**src/rtl/slv_guard_cfg_seq_if.sv**
```systemverilog
// Register-bus bundle between the guard config sequencer (master) and a register slave.
interface slv_guard_cfg_seq_if;
    logic [31:0] reg_addr_o;
    logic [31:0] reg_wdata_o;
    logic [3:0]  reg_wstrb_o;
    logic        reg_write_o;
    logic        reg_valid_o;
    logic [31:0] reg_rdata_i;
    logic        reg_ready_i;
    logic        reg_error_i;

    modport master (
        output reg_addr_o,
        output reg_wdata_o,
        output reg_wstrb_o,
        output reg_write_o,
        output reg_valid_o,
        input  reg_rdata_i,
        input  reg_ready_i,
        input  reg_error_i
    );

    modport slave (
        input  reg_addr_o,
        input  reg_wdata_o,
        input  reg_wstrb_o,
        input  reg_write_o,
        input  reg_valid_o,
        output reg_rdata_i,
        output reg_ready_i,
        output reg_error_i
    );
endinterface

```
**src/rtl/slv_guard_cfg_seq.sv**
```systemverilog
// Programs NumRegs guard config words over the register bus, reads them back to verify,
// and retries each access on bus error or timeout. rst_n is asynchronous and asserted HIGH.
module slv_guard_cfg_seq #(
    parameter int unsigned NumRegs       = 11,
    parameter logic [31:0] BaseAddr      = 32'h0000_0000,
    parameter int unsigned MaxRetries    = 3,
    parameter int unsigned TimeoutCycles = 64
) (
    input  logic                           clk,
    input  logic                           rst_n,
    input  logic                           start_i,
    input  logic [NumRegs*32-1:0]          cfg_words_i,
    slv_guard_cfg_seq_if.master            bus,
    output logic                           busy_o,
    output logic                           done_o,
    output logic                           err_o,
    output logic [$clog2(NumRegs+1)-1:0]   err_idx_o
);
    localparam int unsigned IdxW   = $clog2(NumRegs + 1);
    localparam int unsigned RtyW   = (MaxRetries > 0) ? $clog2(MaxRetries + 1) : 1;
    localparam int unsigned TcW    = $clog2(TimeoutCycles + 1);
    localparam int unsigned WordsW = NumRegs * 32;

    typedef enum logic [2:0] {IDLE, WR, RD, DONE, FAIL} state_t;

    state_t            state_q, state_d;
    logic [IdxW-1:0]   idx_q, idx_d;
    logic [RtyW-1:0]   retry_q, retry_d;
    logic [TcW-1:0]    tcnt_q, tcnt_d;
    logic [WordsW-1:0] snap_q, snap_d;
    logic              valid_q, valid_d;
    logic [31:0]       addr_q, addr_d;
    logic [31:0]       wdata_q, wdata_d;
    logic [3:0]        wstrb_q, wstrb_d;
    logic              write_q, write_d;
    logic              busy_q, busy_d;
    logic              done_q, done_d;
    logic              err_q, err_d;
    logic [IdxW-1:0]   err_idx_q, err_idx_d;

    logic              attempt_fail;
    logic              attempt_ok;
    logic              last_idx;
    logic [31:0]       cur_word;
    logic [31:0]       next_word;

    // Next-state, counters and registered bus/status outputs.
    always_comb begin
        state_d      = state_q;
        idx_d        = idx_q;
        retry_d      = retry_q;
        tcnt_d       = tcnt_q;
        snap_d       = snap_q;
        valid_d      = 1'b0;
        done_d       = done_q;
        err_d        = err_q;
        err_idx_d    = err_idx_q;
        attempt_fail = 1'b0;
        attempt_ok   = 1'b0;
        last_idx     = (idx_q == IdxW'(NumRegs - 1));
        cur_word     = snap_q[int'(idx_q)*32 +: 32];

        unique case (state_q)
            IDLE, DONE, FAIL: begin
                if (start_i) begin
                    state_d   = WR;
                    snap_d    = cfg_words_i;
                    idx_d     = '0;
                    retry_d   = '0;
                    tcnt_d    = '0;
                    done_d    = 1'b0;
                    err_d     = 1'b0;
                    err_idx_d = '0;
                    valid_d   = 1'b1;
                end
            end
            WR, RD: begin
                // A low valid here is the one-cycle gap between attempts.
                if (!valid_q) begin
                    valid_d = 1'b1;
                end else if (bus.reg_ready_i) begin
                    tcnt_d = '0;
                    if (bus.reg_error_i) attempt_fail = 1'b1;
                    else                 attempt_ok   = 1'b1;
                end else if (tcnt_q == TcW'(TimeoutCycles - 1)) begin
                    tcnt_d       = '0;
                    attempt_fail = 1'b1;
                end else begin
                    tcnt_d  = tcnt_q + TcW'(1);
                    valid_d = 1'b1;
                end

                if (attempt_fail) begin
                    if (retry_q == RtyW'(MaxRetries)) begin
                        state_d   = FAIL;
                        err_d     = 1'b1;
                        err_idx_d = idx_q;
                    end else begin
                        retry_d = retry_q + RtyW'(1);
                    end
                end

                if (attempt_ok) begin
                    retry_d = '0;
                    // Readback mismatch is a data fault, not a bus fault: no retry.
                    if (state_q == RD && bus.reg_rdata_i != cur_word) begin
                        state_d   = FAIL;
                        err_d     = 1'b1;
                        err_idx_d = idx_q;
                    end else if (last_idx) begin
                        idx_d = '0;
                        if (state_q == WR) begin
                            state_d = RD;
                        end else begin
                            state_d = DONE;
                            done_d  = 1'b1;
                        end
                    end else begin
                        idx_d = idx_q + IdxW'(1);
                    end
                end
            end
            default: state_d = IDLE;
        endcase

        next_word = snap_d[int'(idx_d)*32 +: 32];
        busy_d    = (state_d == WR) || (state_d == RD);
        write_d   = (state_d == WR);
        wstrb_d   = write_d ? 4'hF : 4'h0;
        addr_d    = busy_d ? (BaseAddr + (32'(idx_d) << 2)) : 32'h0;
        wdata_d   = write_d ? next_word : 32'h0;
    end

    // State and output registers.
    always_ff @(posedge clk or posedge rst_n) begin
        if (rst_n) begin
            state_q   <= IDLE;
            idx_q     <= '0;
            retry_q   <= '0;
            tcnt_q    <= '0;
            snap_q    <= '0;
            valid_q   <= 1'b0;
            addr_q    <= '0;
            wdata_q   <= '0;
            wstrb_q   <= '0;
            write_q   <= 1'b0;
            busy_q    <= 1'b0;
            done_q    <= 1'b0;
            err_q     <= 1'b0;
            err_idx_q <= '0;
        end else begin
            state_q   <= state_d;
            idx_q     <= idx_d;
            retry_q   <= retry_d;
            tcnt_q    <= tcnt_d;
            snap_q    <= snap_d;
            valid_q   <= valid_d;
            addr_q    <= addr_d;
            wdata_q   <= wdata_d;
            wstrb_q   <= wstrb_d;
            write_q   <= write_d;
            busy_q    <= busy_d;
            done_q    <= done_d;
            err_q     <= err_d;
            err_idx_q <= err_idx_d;
        end
    end

    assign bus.reg_valid_o = valid_q;
    assign bus.reg_addr_o  = addr_q;
    assign bus.reg_wdata_o = wdata_q;
    assign bus.reg_wstrb_o = wstrb_q;
    assign bus.reg_write_o = write_q;
    assign busy_o          = busy_q;
    assign done_o          = done_q;
    assign err_o           = err_q;
    assign err_idx_o       = err_idx_q;

endmodule

```
**src/flat_wrapper.sv**
```systemverilog
// flat-port wrapper written by rule: the top's interface ports become plain ports
module slv_guard_cfg_seq_flat 
#(
    parameter int unsigned NumRegs       = 11,
    parameter logic [31:0] BaseAddr      = 32'h0000_0000,
    parameter int unsigned MaxRetries    = 3,
    parameter int unsigned TimeoutCycles = 64
)
  (clk, rst_n, start_i, cfg_words_i, busy_o, done_o, err_o, err_idx_o, bus_reg_addr_o, bus_reg_wdata_o, bus_reg_wstrb_o, bus_reg_write_o, bus_reg_valid_o, bus_reg_rdata_i, bus_reg_ready_i, bus_reg_error_i);
  slv_guard_cfg_seq_if bus_i ();
  input  logic clk;
  input  logic rst_n;
  input  logic start_i;
  input  logic [NumRegs*32-1:0] cfg_words_i;
  output logic busy_o;
  output logic done_o;
  output logic err_o;
  output logic [$clog2(NumRegs+1)-1:0] err_idx_o;
  output wire logic [$bits(bus_i.reg_addr_o)-1:0] bus_reg_addr_o;
  output wire logic [$bits(bus_i.reg_wdata_o)-1:0] bus_reg_wdata_o;
  output wire logic [$bits(bus_i.reg_wstrb_o)-1:0] bus_reg_wstrb_o;
  output wire logic [$bits(bus_i.reg_write_o)-1:0] bus_reg_write_o;
  output wire logic [$bits(bus_i.reg_valid_o)-1:0] bus_reg_valid_o;
  input wire logic [$bits(bus_i.reg_rdata_i)-1:0] bus_reg_rdata_i;
  input wire logic [$bits(bus_i.reg_ready_i)-1:0] bus_reg_ready_i;
  input wire logic [$bits(bus_i.reg_error_i)-1:0] bus_reg_error_i;
  assign bus_reg_addr_o = bus_i.reg_addr_o;
  assign bus_reg_wdata_o = bus_i.reg_wdata_o;
  assign bus_reg_wstrb_o = bus_i.reg_wstrb_o;
  assign bus_reg_write_o = bus_i.reg_write_o;
  assign bus_reg_valid_o = bus_i.reg_valid_o;
  assign bus_i.reg_rdata_i = bus_reg_rdata_i;
  assign bus_i.reg_ready_i = bus_reg_ready_i;
  assign bus_i.reg_error_i = bus_reg_error_i;
  slv_guard_cfg_seq #(.NumRegs(NumRegs), .BaseAddr(BaseAddr), .MaxRetries(MaxRetries), .TimeoutCycles(TimeoutCycles)) u_core (.clk(clk), .rst_n(rst_n), .start_i(start_i), .cfg_words_i(cfg_words_i), .bus(bus_i), .busy_o(busy_o), .done_o(done_o), .err_o(err_o), .err_idx_o(err_idx_o));
endmodule
```
**config.mk**
```make
export PLATFORM = sky130hd
export DESIGN_NAME = slv_guard_cfg_seq_flat
export DESIGN_NICKNAME = d
export VERILOG_FILES = /design/src/rtl/slv_guard_cfg_seq_if.sv /design/src/rtl/slv_guard_cfg_seq.sv /design/src/flat_wrapper.sv
export SDC_FILE = /design/constraint.sdc
export NUM_CORES = 1
export LEC_CHECK = 0
export CAP_MARGIN = 20
export CORE_MARGIN = 2
export CORE_UTILIZATION = 42
export CTS_BUF_LIST = sky130_fd_sc_hd__clkbuf_8
export CTS_CLUSTER_SIZE = 40
export DETAILED_ROUTE_END_ITERATION = 16
export GPL_ROUTABILITY_DRIVEN = 0
export PLACE_DENSITY = 0.67
export SLEW_MARGIN = 20
export SYNTH_ARGS = -nofsm -noshare
export SYNTH_HDL_FRONTEND = slang
export SYNTH_SLANG_ARGS = --single-unit
```
**constraint.sdc**
```tcl
create_clock -name clk -period 30.3 [get_ports clk]
set_input_delay 6.06 -clock clk [delete_from_list [all_inputs] [get_ports clk]]
set_output_delay 6.06 -clock clk [all_outputs]
set_load 0.005 [all_outputs]
```
==> implementation parameters, run 1 <==
Parameter                              Value

Final layout
  Area growth from synthesis to layout    27.13%
  Final layout net count    between 2000 and 3000
  Flip-flop and latch area    0.01034 mm²
  Area occupied by multi-input gates    ~0.011 mm²
  Final cell count without fillers    3053
  Fill cells    4662
  Layout cell share with drive strength beyond 1    24.18%

Yosys
  Compound-cell area share of the yosys netlist    13.38%
  Multiplexer fraction of the synthesized cell area    30.77%
  Number of unique standard cell types used by synthesis    72
  Xor and xnor fraction of the mapped netlist area    less than 1%
  Gate count of the mapped netlist    1922
  Simple-Gate Fraction of Synth Area    4.614%
  Synth Cell Area    between 0.02 and 0.025 mm²
  Sequential fraction of the synthesis area    45.16%
  Post-Synth Adder-Cell Area    less than 1%
  Dominant combinational cell family by area after synthesis    multiplexers
  Count of flip-flops with a built-in enable after synthesis    0
  Seq cells post-synth    around 410
  Yosys warnings    0
  Synthesized area per cell    11.91 µm²
  Async S/R FF share, synth    100.0%
  Primary FF master, synth    sky130_fd_sc_hd__dfrtp_1

STA
  Shortest clock period the worst path allows after layout    10.96 ns
  Total count of max-transition violations in the final report    0
  Setup slack of the critical path after layout    19.34 ns
  Final number of hold-violating endpoints    0
  Worst-case clock skew    between 0.05 and 0.06 ns
  Worst-case headroom to the max-slew limit    roughly 16%
  Slew at the pin closest to its max-slew limit    1.256 ns
  Max Clock Freq    roughly 0.091 GHz
  Fin Setup TNS    0 ns
  RSZ-0062 raised after global routing    false
  Final clock period utilization by the worst path    roughly 36%
  # setup viols final    0

Worst setup path
  Reg2Reg Capture Point    u_core.bus.reg_wdata_o[9]
  Reg2Reg Launch Point    u_core.idx_q[1]
  Reg2Reg Setup Slack    roughly 22 ns
  Worst path required time    30.87 ns
  Worst Setup Start Kind    input port
  Sort of element at the end of the critical path    register
  CP startpoint    bus_reg_rdata_i[12]
  Type of the worst setup path    in2reg
  R2R cell count    18
  Crit path DAT    11.52 ns
  Largest driver fanout on the critical path    65

Routing
  Total Wirelength    91910 µm
  Count of antenna-violating nets left after detailed routing    0
  DR iter-0 viols    2054
  Detailed-router iteration count before antenna repair    6
  DR vias    around 19000
  Via density per instance    6.210
  Post-DR wirelength/cell    30.11 µm
  Detailed-route DRC error count    0

Min path
  Min-Delay Path Depth    1
  Worst hold-check path type    reg2reg
  Hold wc startpoint    u_core.retry_q[0]
  Hold-critical path endpoint    u_core.retry_q[0]

Clocking
  # clock sinks    413
  Worst-skew pair later-pin latency    around 0.66 ns
  Number of CTS-inserted buffers    between 70 and 80
  PostCTS Resize Cnt    0
  Clk root buf    sky130_fd_sc_hd__clkbuf_8
  Clock transition at the registers of the reported paths    0.06 ns
  Longest Clk Path Bufs    3
  TritonCTS clock tree    built
  Buffers inserted during post-CTS setup optimization    0
  CTS H-tree depth    3
  Hold-fix buffers, CTS    0

Pwr
  Leakage    0.01171 µW
  Total power density per cell area    between 100 and 150 mW/mm²
  IR drop worst, VDD    roughly 56 µV
  Final Total Pwr    3379 µW

Floorplanning
  Top-level I/O count    ~470
  Initial core utilization    42.53%
  Row count    85
  Core Box Area    about 0.054 mm²
  Die width    237.4 µm
  DIE AREA    0.05637 mm²
  Die Height    approximately 240 µm

Placed design
  IO Port Bufs    437
  Setup slack at placement    roughly 19 ns
  Detailed-placement wirelength estimate    67500 µm
  Placed cell count    between 2000 and 3000

Global routing
  Global router's overall resource usage    32.04%
  Initial antenna violation count    7
  Largest net degree at the start of global routing    173
  Number of global-route vias before repair    between 15000 and 20000
  First-pass GRT wire length    131600 µm
  Gr ovfl total    0

Job
  Total of max-cap violations    0

Outcome
  Status    finished clean
synth_stat cells (5+ instances only):
master                      count  area [µm²]
sky130_fd_sc_hd__a2111oi_0     33       289.0
sky130_fd_sc_hd__a211oi_1       8       60.06
sky130_fd_sc_hd__a21o_1         8       60.06
sky130_fd_sc_hd__a21oi_1      107       535.5
sky130_fd_sc_hd__a221o_1       70       700.7
sky130_fd_sc_hd__a221oi_1      24       210.2
sky130_fd_sc_hd__a22o_1         7       61.31
sky130_fd_sc_hd__a22oi_1        9       67.56
sky130_fd_sc_hd__a31oi_1        5       31.28
sky130_fd_sc_hd__and3_1         7       43.79
sky130_fd_sc_hd__buf_1         11       41.29
sky130_fd_sc_hd__buf_2         46       230.2
sky130_fd_sc_hd__buf_4         41       307.8
sky130_fd_sc_hd__buf_6          9       101.4
sky130_fd_sc_hd__clkbuf_1      89       334.1
sky130_fd_sc_hd__dfrtp_1      413       10330
sky130_fd_sc_hd__inv_1         47       176.4
sky130_fd_sc_hd__mux2_2       366        4121
sky130_fd_sc_hd__mux2i_1      221        2212
sky130_fd_sc_hd__mux4_2        31       698.2
sky130_fd_sc_hd__nand2_1       41       153.9
sky130_fd_sc_hd__nand2b_1       6       37.54
sky130_fd_sc_hd__nand3_1       20       100.1
sky130_fd_sc_hd__nand3b_1       6       45.04
sky130_fd_sc_hd__nand4_1       34       212.7
sky130_fd_sc_hd__nor2_1        40       150.1
sky130_fd_sc_hd__nor2b_1       12       75.07
sky130_fd_sc_hd__nor3_1        11       55.05
sky130_fd_sc_hd__o211ai_1       6       45.04
sky130_fd_sc_hd__o21ai_0       59       295.3
sky130_fd_sc_hd__o21ai_1        7       35.03
sky130_fd_sc_hd__o22ai_1       36       225.2
sky130_fd_sc_hd__o2bb2ai_1     11       96.34
sky130_fd_sc_hd__xnor2_1        8       70.07
where the power goes:
group	internal (µW)	switching, µW	total, µW
sequential	828	169	997
clock	294	244	538
combinational	810	1030	1840
total	1930	1450	3380
stage by stage:
| step | cell area, µm² | utilization, % | hold slack, ns |
|---|---|---|---|
| after detailed placement | 27550 | 51.20 | 0.4794 |
| after CTS | 29040 | 53.97 | 0.4866 |
| after global routing | 29080 | 54.05 | 0.5128 |
| after floorplan | 22990 | - | 0.4448 |
| after global placement | 27540 | 51.17 | 0.4668 |
| final | 29090 | 54.06 | 0.4825 |
logic make-up after synthesis:
family | after synthesis
AO/OA/AOI/OAI | 425
XOR/XNOR | 12
adder cells (fa/ha/maj) | 4
buffers and inverters | 249
flip-flops | 413
multiplexers | 619
other | 1
AND/OR/NAND/NOR | 199
layer usage:
metal / share of wire [%] / vias up / track usage (%)
met5: 0 / - / 0
met4: 4.9 / 0 / 15.23
met3: 8.5 / 191 / 6.736
met2: 46 / 1069 / 50.72
met1: 41 / 9679 / 42.10
li1: - / 8019 / -
critical path, stage by stage:
cell and delay, ns:
sky130_fd_sc_hd__clkdlybuf4s50_1 0.51, sky130_fd_sc_hd__inv_1 0.09, sky130_fd_sc_hd__or3_1 0.37, sky130_fd_sc_hd__a221o_1 0.31, sky130_fd_sc_hd__or4_1 0.56, sky130_fd_sc_hd__nor4_4 0.36
sky130_fd_sc_hd__a21o_2 0.18, sky130_fd_sc_hd__buf_4 0.44, sky130_fd_sc_hd__a22oi_4 0.13, sky130_fd_sc_hd__buf_4 0.34, sky130_fd_sc_hd__inv_2 0.11, sky130_fd_sc_hd__buf_4 0.61
sky130_fd_sc_hd__nand4_1 0.17, sky130_fd_sc_hd__a2111oi_1 1.04, sky130_fd_sc_hd__a221o_1 0.22
area by class of cell:
class / count / share of cell area (%)
Timing Repair Buffer: 471 / 16.08
Antenna cell: 8 / 0.06881
Inverter: 52 / 0.6967
Sequential cell: 413 / 35.55
Multi-Input combinational cell: 1287 / 39.48
Tap cell: 696 / 2.993
Clock buffer: 101 / 4.778
Clock inverter: 25 / 0.3526
cells in the final DEF, fill, tap and decap left out, types with 30 or more instances in the layout:
cell type	n
sky130_fd_sc_hd__dfrtp_1	410
sky130_fd_sc_hd__nor2_1	38
sky130_fd_sc_hd__a21oi_1	107
sky130_fd_sc_hd__mux4_2	31
sky130_fd_sc_hd__a221o_1	70
sky130_fd_sc_hd__nand2_1	38
sky130_fd_sc_hd__nand4_1	34
sky130_fd_sc_hd__o21ai_0	59
sky130_fd_sc_hd__o22ai_1	36
sky130_fd_sc_hd__buf_4	30
sky130_fd_sc_hd__mux2_2	366
sky130_fd_sc_hd__inv_1	67
sky130_fd_sc_hd__mux2i_1	221
sky130_fd_sc_hd__clkdlybuf4s50_1	437
sky130_fd_sc_hd__clkbuf_8	101
state kept, by name (all words and copies together) (netlist names):
name and cells:
u_core.tcnt_q 7, u_core.bus.reg_wdata_o 32, u_core.bus.reg_valid_o 1, u_core.done_o 1, u_core.snap_q 352, u_core.bus.reg_addr_o 4, u_core.retry_q 2, u_core.err_o 1
u_core.bus.reg_wstrb_o 1, u_core.state_q 3, u_core.idx_q 4, u_core.err_idx_o 4, u_core.busy_o 1
worst max path at each step:
stage / end / cells past startpoint
CTS: u_core.bus.reg_wdata_o[9] / 15
global route: u_core.bus.reg_wdata_o[5] / 15
detailed placement: u_core.bus.reg_wdata_o[9] / 15
finish: u_core.bus.reg_wdata_o[9] / 15
floorplan: u_core.bus.reg_addr_o[2] / 1
global placement: u_core.bus.reg_wdata_o[7] / 15
(Power assumes the default switching activity.)
==> run 2: changes to the inputs <==
==> constraint.sdc (replaced) <==
create_clock -name clk -period 10.6 [get_ports clk]
set_input_delay 2.12 -clock clk [delete_from_list [all_inputs] [get_ports clk]]
set_output_delay 2.12 -clock clk [all_outputs]
set_load 0.005 [all_outputs]
==> run 2 against run 1 <==
- sequential cell count is the same
- clock power grew to 2.8 times the previous value
- hold slack lost 0.0012 ns
- non-clock buffer count grew 4
- register-to-register slack lost 19 ns
- combinational power grew to 2.9 times the previous value
==> implementation parameters, run 2 (same netlist as run 1, synthesis figures left out) <==
Parameter                              Value

Final layout
  Leading cell type in the layout, fill and taps excluded    sky130_fd_sc_hd__clkdlybuf4s50_1
  Top library cells by usage in the layout, fill and taps aside    437 x sky130_fd_sc_hd__clkdlybuf4s50_1, 410 x sky130_fd_sc_hd__dfrtp_1, 366 x sky130_fd_sc_hd__mux2_2
  Final layout net count    2694 (+0.074%)
  Fill cells    4660 (-0.043%)
  Area growth from synthesis to layout    27.28%
  Final non-filler cell area    0.02913 mm² (+0.12%)
  Number of flip-flops under the largest register name    352 (unchanged)
  Final cell count without fillers    3060 (+0.23%)
  Register ranked first by flip-flop count    u_core.snap_q
  Layout cell share with drive strength beyond 1    24.22% (+0.043 points)
  Core Util, Final    54.13% (+0.063 points)

Floorplanning
  Die width    237.4 µm (unchanged)
  Initial core utilization    42.53% (unchanged)
  Row count    85 (unchanged)
  Core Box Area    0.05381 mm² (unchanged)
  DIE AREA    0.05637 mm² (unchanged)
  Top-level I/O count    466 (unchanged)
  Die Height    237.4 µm (unchanged)

STA
  Total count of max-transition violations in the final report    0 (unchanged)
  Shortest clock period the worst path allows after layout    7.793 ns
  RSZ-0062 raised after global routing    false
  Fin Setup TNS    0 ns (unchanged)
  Slew at the pin closest to its max-slew limit    1.241 ns (-0.01569 ns)
  Max Clock Freq    0.1283 GHz
  Worst-case clock skew    0.03635 ns (-0.01562 ns)
  Final clock period utilization by the worst path    73.52%
  # setup viols final    0 (unchanged)
  Worst-case headroom to the max-slew limit    17.30% (+1.0 points)
  Final number of hold-violating endpoints    0 (unchanged)
  Hold_ws    0.4813 ns (-0.001193 ns)

Worst setup path
  Reg2Reg Setup Slack    2.81 ns (-19.33 ns)
  Sort of element at the end of the critical path    register
  Worst path required time    11.17 ns (-19.70 ns)
  Type of the worst setup path    reg2reg
  Crit path DAT    8.36 ns (-3.16 ns)
  Worst Setup Start Kind    register
  Largest driver fanout on the critical path    39 (-40%)

Routing
  Detailed-route DRC error count    0 (unchanged)
  DR iter-0 viols    1892 (-7.9%)
  DR vias    19010 (+0.25%)
  Post-DR wirelength/cell    30.04 µm (-0.22%)
  Count of antenna-violating nets left after detailed routing    0 (unchanged)
  Detailed-router iteration count before antenna repair    8 (+2)
  Via density per instance    6.211 (about the same)
  Total Wirelength    91920 µm (about the same)

Global routing
  Number of global-route vias before repair    19550 (+1.3%)
  Initial antenna violation count    16 (+9)
  Gr ovfl total    0 (unchanged)
  Global router's overall resource usage    32.14% (+0.10 points)
  Largest net degree at the start of global routing    175 (+1.2%)
  First-pass GRT wire length    131900 µm (+0.24%)

Placed design
  Placed cell count    2921 (+0.10%)
  Placement-stage cell area    0.02761 mm² (+0.21%)
  Detailed-placement wirelength estimate    67630 µm (+0.19%)
  IO Port Bufs    437 (unchanged)

Pwr
  Leakage    0.01170 µW (-0.15%)
  IR drop worst, VDD    182.3 µV (+230%)
  Total power density per cell area    329.7 mW/mm² (+180%)

Clocking
  # clock sinks    413 (unchanged)
  Buffers inserted during post-CTS setup optimization    0 (unchanged)
  TritonCTS clock tree    built
  CTS H-tree depth    3 (unchanged)
  Longest Clk Path Bufs    3 (unchanged)
  Worst-skew pair later-pin latency    0.67 ns (about the same)
  Hold-fix buffers, CTS    0 (unchanged)
  Clock transition at the registers of the reported paths    0.06 ns (about the same)
  Number of CTS-inserted buffers    72 (-2.7%)
  Clk root buf    sky130_fd_sc_hd__clkbuf_8
  PostCTS Resize Cnt    0 (unchanged)

Min path
  Worst hold-check path type    reg2reg

Job
  Total of max-cap violations    0 (unchanged)

Outcome
  Status    finished clean
-- run 2: changes by cell type in the layout (fill, tap and decap cells not counted), moves of 2 or more --
cell / delta
sky130_fd_sc_hd__bufinv_16: +2
sky130_fd_sc_hd__a2111oi_1: +4
sky130_fd_sc_hd__a2111oi_0: -8
sky130_fd_sc_hd__diode_2: +7
sky130_fd_sc_hd__clkbuf_8: -12
sky130_fd_sc_hd__inv_1: +2
sky130_fd_sc_hd__clkinvlp_4: +4
sky130_fd_sc_hd__a2111oi_2: +4
-- run 2: final timing paths --
kind | start | to | cells past startpoint
max | u_core.idx_q[1] | u_core.bus.reg_wdata_o[14] | 15
min | u_core.tcnt_q[5] | u_core.tcnt_q[5] | 1
max reg2reg | u_core.idx_q[1] | u_core.bus.reg_wdata_o[14] | 15
min reg2reg | u_core.tcnt_q[5] | u_core.tcnt_q[5] | 1
max in group asynchronous | rst_n | u_core.snap_q[164] | 4
min in group asynchronous | rst_n | u_core.bus.reg_wstrb_o[2] | 2
-- run 2: per-layer routing --
metal  track usage (%)  vias up  wire, µm
li1                  -     8031         -
met1             41.54     9640     36120
met2             49.74     1096     41980
met3             8.257      228      8676
met4             16.96       10      5080
met5                 0        -        69
-- run 2: critical path: stages, from the launching register on --
cell and delay [ns]:
sky130_fd_sc_hd__dfrtp_4 0.69, sky130_fd_sc_hd__nor2_2 0.64, sky130_fd_sc_hd__buf_4 0.30, sky130_fd_sc_hd__a221oi_1 0.15, sky130_fd_sc_hd__a211oi_1 0.82, sky130_fd_sc_hd__o21ai_0 0.20, sky130_fd_sc_hd__a221o_1 0.39, sky130_fd_sc_hd__or4_1 0.60
sky130_fd_sc_hd__nor4_4 0.39, sky130_fd_sc_hd__a21o_2 0.84, sky130_fd_sc_hd__a22oi_4 0.17, sky130_fd_sc_hd__inv_2 0.56, sky130_fd_sc_hd__buf_4 0.52, sky130_fd_sc_hd__nand4_1 0.12, sky130_fd_sc_hd__a2111oi_0 1.03, sky130_fd_sc_hd__a221o_1 0.22
-- run 2: final cells by class --
cell class,count,area (µm²),area share (%)
sequential,413,10340,35.51
tap,696,870.8,2.990
antenna,15,37.54,0.1289
clock inverter,33,197.7,0.6787
inverter,52,198.9,0.6830
timing repair buffer,475,4741,16.28
multi-input combinational,1287,11510,39.53
clock buffer,89,1225,4.205
-- run 2: per-stage QoR --
step / setup slack, ns / power, µW
2_1_floorplan: 2.912 / 6167
4_1_cts: 2.953 / 9459
3_5_place_dp: 2.773 / 7967
6_report: 2.807 / 9602
5_1_grt: 2.631 / 10020
3_3_place_gp: 1.965 / 7826
-- run 2: power breakdown --
part	switching [µW]	internal (µW)	leakage, µW
registers	484	2370	0.00492
clock network	682	802	0.000811
logic	2940	2330	0.00596
==> run 3: changes to the inputs <==
--- a/config.mk
+++ b/config.mk
@@ -12,7 +12,7 @@
 export CTS_CLUSTER_SIZE = 40
 export DETAILED_ROUTE_END_ITERATION = 16
 export GPL_ROUTABILITY_DRIVEN = 0
-export PLACE_DENSITY = 0.67
+export PLACE_DENSITY = 0.7
 export SLEW_MARGIN = 20
 export SYNTH_ARGS = -nofsm -noshare
 export SYNTH_HDL_FRONTEND = slang
==> constraint.sdc (replaced) <==
create_clock -name clk -period 6.56 [get_ports clk]
set_input_delay 1.312 -clock clk [delete_from_list [all_inputs] [get_ports clk]]
set_output_delay 1.312 -clock clk [all_outputs]
set_load 0.005 [all_outputs]
==> run 3 against run 2 <==
- global-route usage fell by 0.79 points
- via count rose by 0.70%
- total power rose by 63%
- cell area rose by 1.1%
- critical path depth fell by 2
- maximum frequency rose by 25%
- die area did not move
- combinational power rose by 62%
- routed wire length fell by 1.9%
- sequential power rose by 62%
- clock skew rose by 0.0085 ns
- critical path type unchanged
==> implementation parameters, run 3 (same netlist as run 1, synthesis figures left out) <==
Parameter                              Value

Min path
  Worst hold-check path type    reg2reg
  Hold-critical path endpoint    u_core.tcnt_q[5]
  Min-Delay Path Depth    1 (unchanged)
  Hold wc startpoint    u_core.tcnt_q[5]

STA
  Worst-case clock skew    0.04489 ns (+0.008540 ns)
  Final clock period utilization by the worst path    95.16% (+22 points)
  Final number of hold-violating endpoints    0 (unchanged)
  Total count of max-transition violations in the final report    0 (unchanged)
  Max Clock Freq    0.1602 GHz (+25%)
  # setup viols final    0 (unchanged)
  RSZ-0062 raised after global routing    false
  Shortest clock period the worst path allows after layout    6.242 ns (-1.551 ns)
  Worst-case headroom to the max-slew limit    32.53% (+15 points)
  Hold_ws    0.4898 ns (+0.008410 ns)
  Slew at the pin closest to its max-slew limit    0.9866 ns (-0.2540 ns)

Worst setup path
  CP startpoint    u_core.idx_q[1]
  Reg2Reg Launch Point    u_core.idx_q[1]
  Largest driver fanout on the critical path    51 (+31%)
  Cell-by-cell listing of the critical path    nor2_1, a221oi_1, a211oi_1, o21ai_0, a221o_1, or4_1, nor4_4, a21boi_2, a22o_4, buf_12, a221o_1, a2111oi_0, a221o_1
  Crit path DAT    6.85 ns (-1.51 ns)
  Worst Setup Start Kind    register
  Delay contributed by the slowest stage of the critical path    0.85 ns (-0.18 ns)
  Worst path required time    7.17 ns (-4.00 ns)
  Most Frequent Cell on Critical Path    sky130_fd_sc_hd__a221o_1
  Type of the worst setup path    reg2reg
  Reg2Reg Setup Slack    0.32 ns (-2.49 ns)
  R2R cell count    13 (-2)
  Reg2Reg Capture Point    u_core.bus.reg_wdata_o[19]
  Highest-delay cell along the critical path    sky130_fd_sc_hd__a2111oi_0
  Sort of element at the end of the critical path    register

Global routing
  Initial antenna violation count    11 (-5)
  Number of global-route vias before repair    19520 (-0.14%)
  First-pass GRT wire length    129100 µm (-2.2%)
  Largest net degree at the start of global routing    140 (-20%)
  Global router's overall resource usage    31.34% (-0.79 points)
  Gr ovfl total    0 (unchanged)

Floorplanning
  Top-level I/O count    466 (unchanged)
  Die Height    237.4 µm (unchanged)
  Row count    85 (unchanged)
  Die width    237.4 µm (unchanged)
  DIE AREA    0.05637 mm² (unchanged)
  Initial core utilization    42.53% (unchanged)
  Core Box Area    0.05381 mm² (unchanged)

Routing
  Detailed-router iteration count before antenna repair    6 (-2)
  Via density per instance    6.188 (-0.37%)
  DR vias    19140 (+0.70%)
  Detailed-route DRC error count    0 (unchanged)
  Count of antenna-violating nets left after detailed routing    0 (unchanged)
  Post-DR wirelength/cell    29.15 µm (-3.0%)
  Total Wirelength    90150 µm (-1.9%)
  DR iter-0 viols    1937 (+2.4%)

Final layout
  Top library cells by usage in the layout, fill and taps aside    437 x sky130_fd_sc_hd__clkdlybuf4s50_1, 410 x sky130_fd_sc_hd__dfrtp_1, 366 x sky130_fd_sc_hd__mux2_2
  Final layout net count    2727 (+1.2%)
  Number of flip-flops under the largest register name    352 (unchanged)
  Fill cells    4583 (-1.7%)
  Register ranked first by flip-flop count    u_core.snap_q
  Layout cell share with drive strength beyond 1    25.19% (+0.97 points)
  Final non-filler cell area    0.02945 mm² (+1.1%)
  Final cell count without fillers    3093 (+1.1%)
  Area growth from synthesis to layout    28.66%
  Leading cell type in the layout, fill and taps excluded    sky130_fd_sc_hd__clkdlybuf4s50_1

Outcome
  Status    finished clean

Clocking
  PostCTS Resize Cnt    0 (unchanged)
  TritonCTS clock tree    built
  Buffers inserted during post-CTS setup optimization    0 (unchanged)
  Worst-skew pair later-pin latency    0.69 ns (+0.02 ns)
  # clock sinks    413 (unchanged)
  Clock transition at the registers of the reported paths    0.06 ns (about the same)
  Hold-fix buffers, CTS    0 (unchanged)
  Longest Clk Path Bufs    3 (unchanged)
  Clk root buf    sky130_fd_sc_hd__clkbuf_8
  CTS H-tree depth    3 (unchanged)
  Number of CTS-inserted buffers    75 (+4.2%)

Job
  Total of max-cap violations    0 (unchanged)

Pwr
  Final Total Pwr    15630 µW (+63%)
  Total power density per cell area    530.9 mW/mm² (+61%)
  Leakage    0.01194 µW (+2.1%)
  IR drop worst, VDD    420.3 µV (+130%)

Placed design
  Placement-stage cell area    0.02792 mm² (+1.1%)
  Placed cell count    2953 (+1.1%)
  Detailed-placement wirelength estimate    67330 µm (-0.44%)
  IO Port Bufs    437 (unchanged)
-- run 3: worst max path at each step --
stage	end	slack, ns	cells after the start
after global placement	u_core.bus.reg_wdata_o[19]	0.54	14
after detailed placement	u_core.bus.reg_wdata_o[19]	0.53	14
after CTS	u_core.bus.reg_wdata_o[19]	0.50	14
after floorplan	u_core.bus.reg_addr_o[2]	-0.32	1
after global routing	u_core.bus.reg_wdata_o[19]	0.32	13
final	u_core.bus.reg_wdata_o[19]	0.32	13
-- run 3: metal layers --
metal	global-route usage (%)	up-vias	part of all wire, %
li1	-	8081	-
met1	39.59	9679	39
met2	49.60	1151	46
met3	7.618	219	9.1
met4	17.23	8	5.6
met5	0	-	0.065
-- run 3: metrics by stage --
stage | util, % | setup TNS (ns) | worst slack (ns)
detailed placement | 51.89 | 0 | 0.5271
global route | 54.71 | 0 | 0.3167
floorplan | - | -131.99 | -0.3196
global placement | 51.89 | 0 | 0.5396
finish | 54.72 | 0 | 0.3178
CTS | 54.68 | 0 | 0.5010
-- run 3: area by class of cell --
| type | instances | area (µm²) | area share [%] |
|---|---|---|---|
| Clock buffer | 95 | 1308 | 4.440 |
| Antenna cell | 7 | 17.52 | 0.05949 |
| Multi-Input combinational cell | 1287 | 11470 | 38.96 |
| Tap cell | 696 | 870.8 | 2.957 |
| Sequential cell | 413 | 10340 | 35.13 |
| Clock inverter | 38 | 198.9 | 0.6756 |
| Inverter | 52 | 198.9 | 0.6756 |
| Timing Repair Buffer | 505 | 5035 | 17.10 |
-- run 3: power breakdown --
group          switching [µW]  total [µW]  internal (µW)
clock network            1140        2480           1340
registers                 808        4630           3830
logic                    4700        8520           3820
total                    6640       15600           8990
-- run 3: critical path: cells and delay by family (launching register included) --
kind	cells	cell delay (ns)
compound gates	9	3.54
simple gates	3	1.58
flops	1	0.70
buf+inv	1	0.26
